### src/rtl/rbot_pkg.sv
// Move codes, colour codes and FSM state types shared by the solver, update_state
// and the move dispatch path.
package rbot_pkg;

    localparam logic [3:0] MOVE_NOP = 4'd0;
    localparam logic [3:0] MOVE_R   = 4'd2;
    localparam logic [3:0] MOVE_RI  = 4'd3;
    localparam logic [3:0] MOVE_U   = 4'd4;
    localparam logic [3:0] MOVE_UI  = 4'd5;
    localparam logic [3:0] MOVE_F   = 4'd6;
    localparam logic [3:0] MOVE_FI  = 4'd7;
    localparam logic [3:0] MOVE_L   = 4'd8;
    localparam logic [3:0] MOVE_LI  = 4'd9;
    localparam logic [3:0] MOVE_B   = 4'd10;
    localparam logic [3:0] MOVE_BI  = 4'd11;
    localparam logic [3:0] MOVE_D   = 4'd12;
    localparam logic [3:0] MOVE_DI  = 4'd13;

    localparam logic [2:0] COLOR_WHITE  = 3'd0;
    localparam logic [2:0] COLOR_YELLOW = 3'd1;
    localparam logic [2:0] COLOR_RED    = 3'd2;
    localparam logic [2:0] COLOR_ORANGE = 3'd3;
    localparam logic [2:0] COLOR_BLUE   = 3'd4;
    localparam logic [2:0] COLOR_GREEN  = 3'd5;

    typedef enum logic {
        SC_IDLE,
        SC_SCAN
    } sc_state_e;

    typedef enum logic [1:0] {
        D_WAIT,
        D_BUSY,
        D_GAP
    } d_state_e;

    // Codes 0, 1, 14 and 15 are padding / NOP and never reach the stepper.
    function automatic logic move_is_valid(input logic [31:0] code);
        return (code >= 32'(MOVE_R)) && (code <= 32'(MOVE_DI));
    endfunction

endpackage

### src/rtl/move_fifo.sv
// Synchronous move FIFO; head word is registered on pop (one cycle read latency).
// A write while full is taken only when a pop frees a slot in the same cycle.
module move_fifo #(
    parameter int DEPTH  = 256,
    parameter int MOVE_W = 4,
    parameter int CNT_W  = $clog2(DEPTH + 1)
) (
    input  logic              clock_25mhz,
    input  logic              reset,
    input  logic              wr_en_i,
    input  logic [MOVE_W-1:0] wr_dat_i,
    input  logic              rd_en_i,
    output logic [MOVE_W-1:0] rd_dat_o,
    output logic              full_o,
    output logic              empty_o,
    output logic [CNT_W-1:0]  count_o
);
    localparam int AW = (DEPTH > 1) ? $clog2(DEPTH) : 1;

    logic [MOVE_W-1:0] mem_q [DEPTH];
    logic [AW-1:0]     wr_ptr_q;
    logic [AW-1:0]     rd_ptr_q;
    logic [CNT_W-1:0]  count_q;
    logic [MOVE_W-1:0] rd_dat_q;
    logic              do_wr;
    logic              do_rd;

    assign full_o   = (count_q == CNT_W'(DEPTH));
    assign empty_o  = (count_q == '0);
    assign do_rd    = rd_en_i && !empty_o;
    assign do_wr    = wr_en_i && (!full_o || do_rd);
    assign rd_dat_o = rd_dat_q;
    assign count_o  = count_q;

    always_ff @(posedge clock_25mhz) begin
        if (do_wr) begin
            mem_q[wr_ptr_q] <= wr_dat_i;
        end
    end

    always_ff @(posedge clock_25mhz) begin
        if (reset) begin
            wr_ptr_q <= '0;
            rd_ptr_q <= '0;
            count_q  <= '0;
            rd_dat_q <= '0;
        end else begin
            if (do_wr) begin
                wr_ptr_q <= wr_ptr_q + AW'(1);
            end
            if (do_rd) begin
                rd_ptr_q <= rd_ptr_q + AW'(1);
                rd_dat_q <= mem_q[rd_ptr_q];
            end
            count_q <= count_q + CNT_W'(do_wr) - CNT_W'(do_rd);
        end
    end

endmodule

### src/rtl/move_queue_dispatcher.sv
// Unpacks move chunks (one slot per cycle) into a FIFO and issues them to the stepper
// one at a time with a start/done handshake; chunk_ready is low while a chunk is scanned.
module move_queue_dispatcher
    import rbot_pkg::*;
#(
    parameter int MOVE_W      = 4,
    parameter int CHUNK_MOVES = 50,
    parameter int DEPTH       = 256,
    parameter int GAP_CYCLES  = 0,
    parameter int CNT_W       = $clog2(DEPTH + 1)
) (
    input  logic                          clock_25mhz,
    input  logic                          reset,
    input  logic [MOVE_W*CHUNK_MOVES-1:0] chunk_in,
    input  logic                          chunk_valid,
    output logic                          chunk_ready,
    input  logic                          plan_done,
    output logic [MOVE_W-1:0]             next_move,
    output logic                          move_start,
    input  logic                          move_done,
    output logic [CNT_W-1:0]              num_moves,
    output logic [CNT_W-1:0]              curr_step,
    output logic                          busy,
    output logic                          overflow,
    output logic                          exec_done
);
    localparam int CHUNK_W = MOVE_W * CHUNK_MOVES;
    localparam int SLOT_W  = (CHUNK_MOVES > 1) ? $clog2(CHUNK_MOVES) : 1;
    localparam int GAP_W   = (GAP_CYCLES > 0) ? $clog2(GAP_CYCLES + 1) : 1;

    sc_state_e          sc_q, sc_d;
    logic [CHUNK_W-1:0] chunk_q, chunk_d;
    logic [SLOT_W-1:0]  slot_q, slot_d;
    d_state_e           d_q, d_d;
    logic [GAP_W-1:0]   gap_q, gap_d;

    logic               plan_done_q;
    logic               plan_latched_q;
    logic               move_start_q;
    logic [CNT_W-1:0]   num_moves_q;
    logic [CNT_W-1:0]   curr_step_q;
    logic               overflow_q;
    logic               exec_done_q;

    logic               accept;
    logic [MOVE_W-1:0]  head_code;
    logic               scan_vld;
    logic               wr_ok;
    logic               drop;
    logic               step_done;
    logic               fifo_rd;
    logic               fifo_full;
    logic               fifo_empty;
    logic [CNT_W-1:0]   fifo_count;

    // ---------------- scanner ----------------
    always_ff @(posedge clock_25mhz) begin
        if (reset) begin
            sc_q    <= SC_IDLE;
            chunk_q <= '0;
            slot_q  <= '0;
        end else begin
            sc_q    <= sc_d;
            chunk_q <= chunk_d;
            slot_q  <= slot_d;
        end
    end

    // The chunk shifts up one slot per cycle so the slot under test is always the top one.
    always_comb begin
        sc_d    = sc_q;
        chunk_d = chunk_q;
        slot_d  = slot_q;
        case (sc_q)
            SC_IDLE: begin
                if (accept) begin
                    sc_d    = SC_SCAN;
                    chunk_d = chunk_in;
                    slot_d  = SLOT_W'(CHUNK_MOVES - 1);
                end
            end
            SC_SCAN: begin
                chunk_d = chunk_q << MOVE_W;
                slot_d  = slot_q - SLOT_W'(1);
                if (slot_q == '0) begin
                    sc_d = SC_IDLE;
                end
            end
            default: sc_d = SC_IDLE;
        endcase
    end

    always_comb begin
        chunk_ready = (sc_q == SC_IDLE) && !plan_latched_q && !reset;
        head_code   = chunk_q[CHUNK_W-1 -: MOVE_W];
        scan_vld    = (sc_q == SC_SCAN) && move_is_valid(32'(head_code));
    end

    assign accept = chunk_valid && chunk_ready;
    assign wr_ok  = scan_vld && (!fifo_full || fifo_rd);
    assign drop   = scan_vld && fifo_full && !fifo_rd;

    // ---------------- dispatcher ----------------
    always_ff @(posedge clock_25mhz) begin
        if (reset) begin
            d_q   <= D_WAIT;
            gap_q <= '0;
        end else begin
            d_q   <= d_d;
            gap_q <= gap_d;
        end
    end

    always_comb begin
        d_d   = d_q;
        gap_d = gap_q;
        case (d_q)
            D_WAIT: begin
                if (fifo_rd) begin
                    d_d = D_BUSY;
                end
            end
            D_BUSY: begin
                if (move_done) begin
                    if (GAP_CYCLES == 0) begin
                        d_d = D_WAIT;
                    end else begin
                        d_d   = D_GAP;
                        gap_d = GAP_W'(GAP_CYCLES);
                    end
                end
            end
            D_GAP: begin
                gap_d = gap_q - GAP_W'(1);
                if (gap_q <= GAP_W'(1)) begin
                    d_d = D_WAIT;
                end
            end
            default: d_d = D_WAIT;
        endcase
    end

    always_comb begin
        fifo_rd   = (d_q == D_WAIT) && plan_latched_q && !fifo_empty;
        busy      = (d_q == D_BUSY);
        step_done = busy && move_done;
    end

    // ---------------- status ----------------
    always_ff @(posedge clock_25mhz) begin
        if (reset) begin
            plan_done_q    <= 1'b0;
            plan_latched_q <= 1'b0;
            move_start_q   <= 1'b0;
            num_moves_q    <= '0;
            curr_step_q    <= '0;
            overflow_q     <= 1'b0;
            exec_done_q    <= 1'b0;
        end else begin
            plan_done_q    <= plan_done;
            plan_latched_q <= plan_latched_q | plan_done_q;
            move_start_q   <= fifo_rd;
            if (wr_ok) begin
                num_moves_q <= num_moves_q + CNT_W'(1);
            end
            if (step_done) begin
                curr_step_q <= curr_step_q + CNT_W'(1);
            end
            if (drop) begin
                overflow_q <= 1'b1;
            end
            if ((d_q == D_WAIT) && plan_latched_q && (sc_q == SC_IDLE) && (fifo_count == '0)) begin
                exec_done_q <= 1'b1;
            end
        end
    end

    assign move_start = move_start_q;
    assign num_moves  = num_moves_q;
    assign curr_step  = curr_step_q;
    assign overflow   = overflow_q;
    assign exec_done  = exec_done_q;

    move_fifo #(
        .DEPTH  (DEPTH),
        .MOVE_W (MOVE_W),
        .CNT_W  (CNT_W)
    ) u_fifo (
        .clock_25mhz (clock_25mhz),
        .reset       (reset),
        .wr_en_i     (scan_vld),
        .wr_dat_i    (head_code),
        .rd_en_i     (fifo_rd),
        .rd_dat_o    (next_move),
        .full_o      (fifo_full),
        .empty_o     (fifo_empty),
        .count_o     (fifo_count)
    );

endmodule

### config.mk
export PLATFORM = sky130hd
export DESIGN_NAME = move_queue_dispatcher
export DESIGN_NICKNAME = d
export VERILOG_FILES = /design/src/rtl/rbot_pkg.sv /design/src/rtl/move_fifo.sv /design/src/rtl/move_queue_dispatcher.sv
export SDC_FILE = /design/constraint.sdc
export NUM_CORES = 2
export LEC_CHECK = 0
export BUFFER_PORTS_ARGS = -buffer_cell sky130_fd_sc_hd__buf_4
export CORE_UTILIZATION = 40
export CTS_BUF_LIST = sky130_fd_sc_hd__clkbuf_8 sky130_fd_sc_hd__clkbuf_16
export CTS_CLUSTER_DIAMETER = 50
export DETAILED_ROUTE_END_ITERATION = 10
export MAX_ROUTING_LAYER = met4
export PLACE_DENSITY = 0.54
export SYNTH_ARGS = -nofsm -noshare
export SYNTH_HDL_FRONTEND = slang
export SYNTH_SLANG_ARGS = --single-unit
### constraint.sdc
create_clock -name clock_25mhz -period 6.9 [get_ports clock_25mhz]
set_input_delay 1.38 -clock clock_25mhz [delete_from_list [all_inputs] [get_ports clock_25mhz]]
set_output_delay 1.38 -clock clock_25mhz [all_outputs]
set_load 0.005 [all_outputs]
==> metrics <==
status=finished with violations; failing checks=capacitance limit; layout net count=3642; Hold Fails Final Rpt=0; final setup vio count=0; Die H=358 um; drt initial violations=3050; max incr delay on CP=1140 ps; hold buffers post-CTS=0; number of I/O pins=232; H-Tree Depth=4; Layout Skew=29.7 ps; Switching Power=0.00402 W; CTS clk-pin slew, worst paths=60 ps; combinational share of power=7.6%; Synth area leader=edfxtp_1; DPL Wire Length=82200 um; Tmin final=4100 ps; Peak VDD IR=0.248 mV; max-cap violations=1; commonest cells in the netlist=edfxtp_1 (1024), nor2_1 (324), dfxtp_1 (260); Post-Syn Area=50800 um2; Cell Pwr Density=298 nW/um2; net count after synthesis=3433; core area=126000 um2; P&R area growth vs syn=16.1%; first-pass GRT wire length=200000 um; CTS buffer count=148; Routed Wire Length=137000 um; syn_area_per_cell=15.9 um2; Int Power=0.0135 W; CTS max path bufs=3; setup_tns=0 ps; # DRC=0; flop-to-flop setup slack=2800 ps; critical path fanouts, max=92; share of layout cells above drive strength 1=22.0%; FP Rows=130; Final Max Slew Viols=0; Clk pwr share=43.8%; Synth Warn #=0; RSZ-0062 raised after global routing=false; largest net degree at the start of global routing=201; Reg power frac=48.6%; vias per inst=5.67; Setup Crit Path Kind=flop to flop; WL per Instance=26.4 um; Post-CTS Setup Inserts=0; most area-consuming cells after synthesis=edfxtp_1 (60%), dfxtp_1 (10%), mux4_2 (10%); critical path arrival=4490 ps; Crit-path slowest cell=nand4_1; total track usage=21.8%; GRT Residual Overflow=0; Vias=29413; # clock sinks=1284; Primary FF master, synth=edfxtp_1; Worst-Margin Slew=1470 ps; Clock Latency Late Sink=770 ps; register area share after synthesis=70.7%; final cell count without fillers=5191; count leader, synth=edfxtp_1; Req. time, crit path=7290 ps; number of flops mapped to enable cells by yosys=1024; GP Congestion=0.812; switching share of total power=22.9%; post-synth top area share=60.5%; initial antenna violation count=1; Worst Setup End Kind=flop; 1st-pass router iterations=6; LEAKAGE=18.6 nW; Netlist cell types=66; type of the worst min-delay path=flop to flop; fmax=244 MHz; Cells after Synth=3207; die area=129000 um2; vias in the first global route=28958; Worst slew margin=1.98%; CP Cell Sequence=or3_1 -> nand3_1 -> nor2b_2 -> nand4_1 -> buf_4 -> nor2_1; Die Wd=358 um; PortBufs=231; root buf cell=clkbuf_16; Placed Cells=4916; Initial Util=40.4%; CTS resizes=0; hold slack=431 ps; post-synthesis register bit count=1284; post-route ant nets=0; fin crit share=59.4%; ys async rst share=0%; Startpoint Class=flop; CTS tree=built
worst paths after layout:
check	from	endpoint	depth (start not counted)
setup reg to reg	chunk_q[199]	u_fifo.mem_q[252][3]	6
hold / removal	plan_done_q	plan_latched_q	2
setup / recovery	chunk_q[199]	u_fifo.mem_q[252][3]	6
hold reg to reg	plan_done_q	plan_latched_q	2
cell families (layout without fill, tap and decap cells):
group | count (synthesis) | in the layout | synth area share (%)
adder cells (fa/ha/maj) | 21 | 21 | 0.532
XOR/XNOR | 32 | 32 | 0.551
AO/OA/AOI/OAI | 576 | 576 | 7.35
multiplexers | 344 | 344 | 12.9
AND/OR/NAND/NOR | 703 | 703 | 5.75
buffers and inverters | 247 | 580 | 2.21
flip-flops | 1284 | 1284 | 70.7
other | 0 | 1 | 0
cell usage in the layout (no fill, tap or decap), types with 14 or more instances in the layout:
master / instances
nor2b_1: 23
clkbuf_16: 151
nor2_1: 322
nand2_1: 252
o221ai_1: 15
mux2_2: 14
a211oi_1: 15
a22oi_1: 213
clkinv_2: 18
a21oi_1: 236
mux4_2: 231
mux2i_1: 87
o21ai_0: 30
edfxtp_1: 1024
buf_4: 280
nand3_1: 32
inv_1: 56
ha_1: 20
xor2_1: 20
dfxtp_1: 251
clkinv_1: 19
sequential cells by signal (all words and copies together), names as in the netlist:
register / flops
u_fifo.mem_q: 1024
chunk_q: 200
curr_step: 9
num_moves: 9
u_fifo.count_o: 9
u_fifo.rd_ptr_q: 8
u_fifo.wr_ptr_q: 8
slot_q: 6
u_fifo.rd_dat_o: 4
d_q: 1
exec_done: 1
move_start: 1
overflow: 1
plan_done_q: 1
plan_latched_q: 1
sc_q: 1
layer usage:
metal,global-route usage [%],wire length [um],part of all wire (%),up-vias
li1,-,-,-,12959
met1,29.7,59900,44,15184
met2,33.1,63800,47,1074
met3,4.64,10500,7.6,196
met4,6.14,3030,2.2,0
met5,-,0,0,-
worst max-delay path: cells and delay by family (launching register included):
family / cells / cell delay (ps)
flops: 1 / 990
buf+inv: 1 / 650
simple gates: 5 / 2050
cell type report:
cell class | instances | area, um2
Fill cell | 10963 | 66900
Sequential cell | 1284 | 36000
Clock buffer | 153 | 3810
Timing Repair Buffer | 288 | 2260
Clock inverter | 121 | 993
Tap cell | 1650 | 2060
Antenna cell | 1 | 2.50
Multi-Input combinational cell | 1676 | 13800
Inverter | 18 | 67.6
power groups by stage:
stage | Clock, W | Combinational, W | Sequential (W)
5_1_grt | 0.00811 | 0.00147 | 0.00855
2_1_floorplan | 0 | 0.000960 | 0.00871
4_1_cts | 0.00783 | 0.00136 | 0.00854
6_report | 0.00768 | 0.00134 | 0.00854
3_5_place_dp | 0 | 0.00136 | 0.00870
3_3_place_gp | 0 | 0.00135 | 0.00870
stage by stage:
step | instance area [um2] | util, % | setup WS, ps | power [W]
6_report | 59000 | 46.9 | 2800 | 0.0176
3_3_place_gp | 54200 | 43.0 | 2770 | 0.0101
2_1_floorplan | 50800 | - | 669 | 0.00967
4_1_cts | 59000 | 46.9 | 2740 | 0.0177
5_1_grt | 59000 | 46.9 | 2660 | 0.0181
3_5_place_dp | 54200 | 43.0 | 2740 | 0.0101
Power figures use the tool's default switching activity.
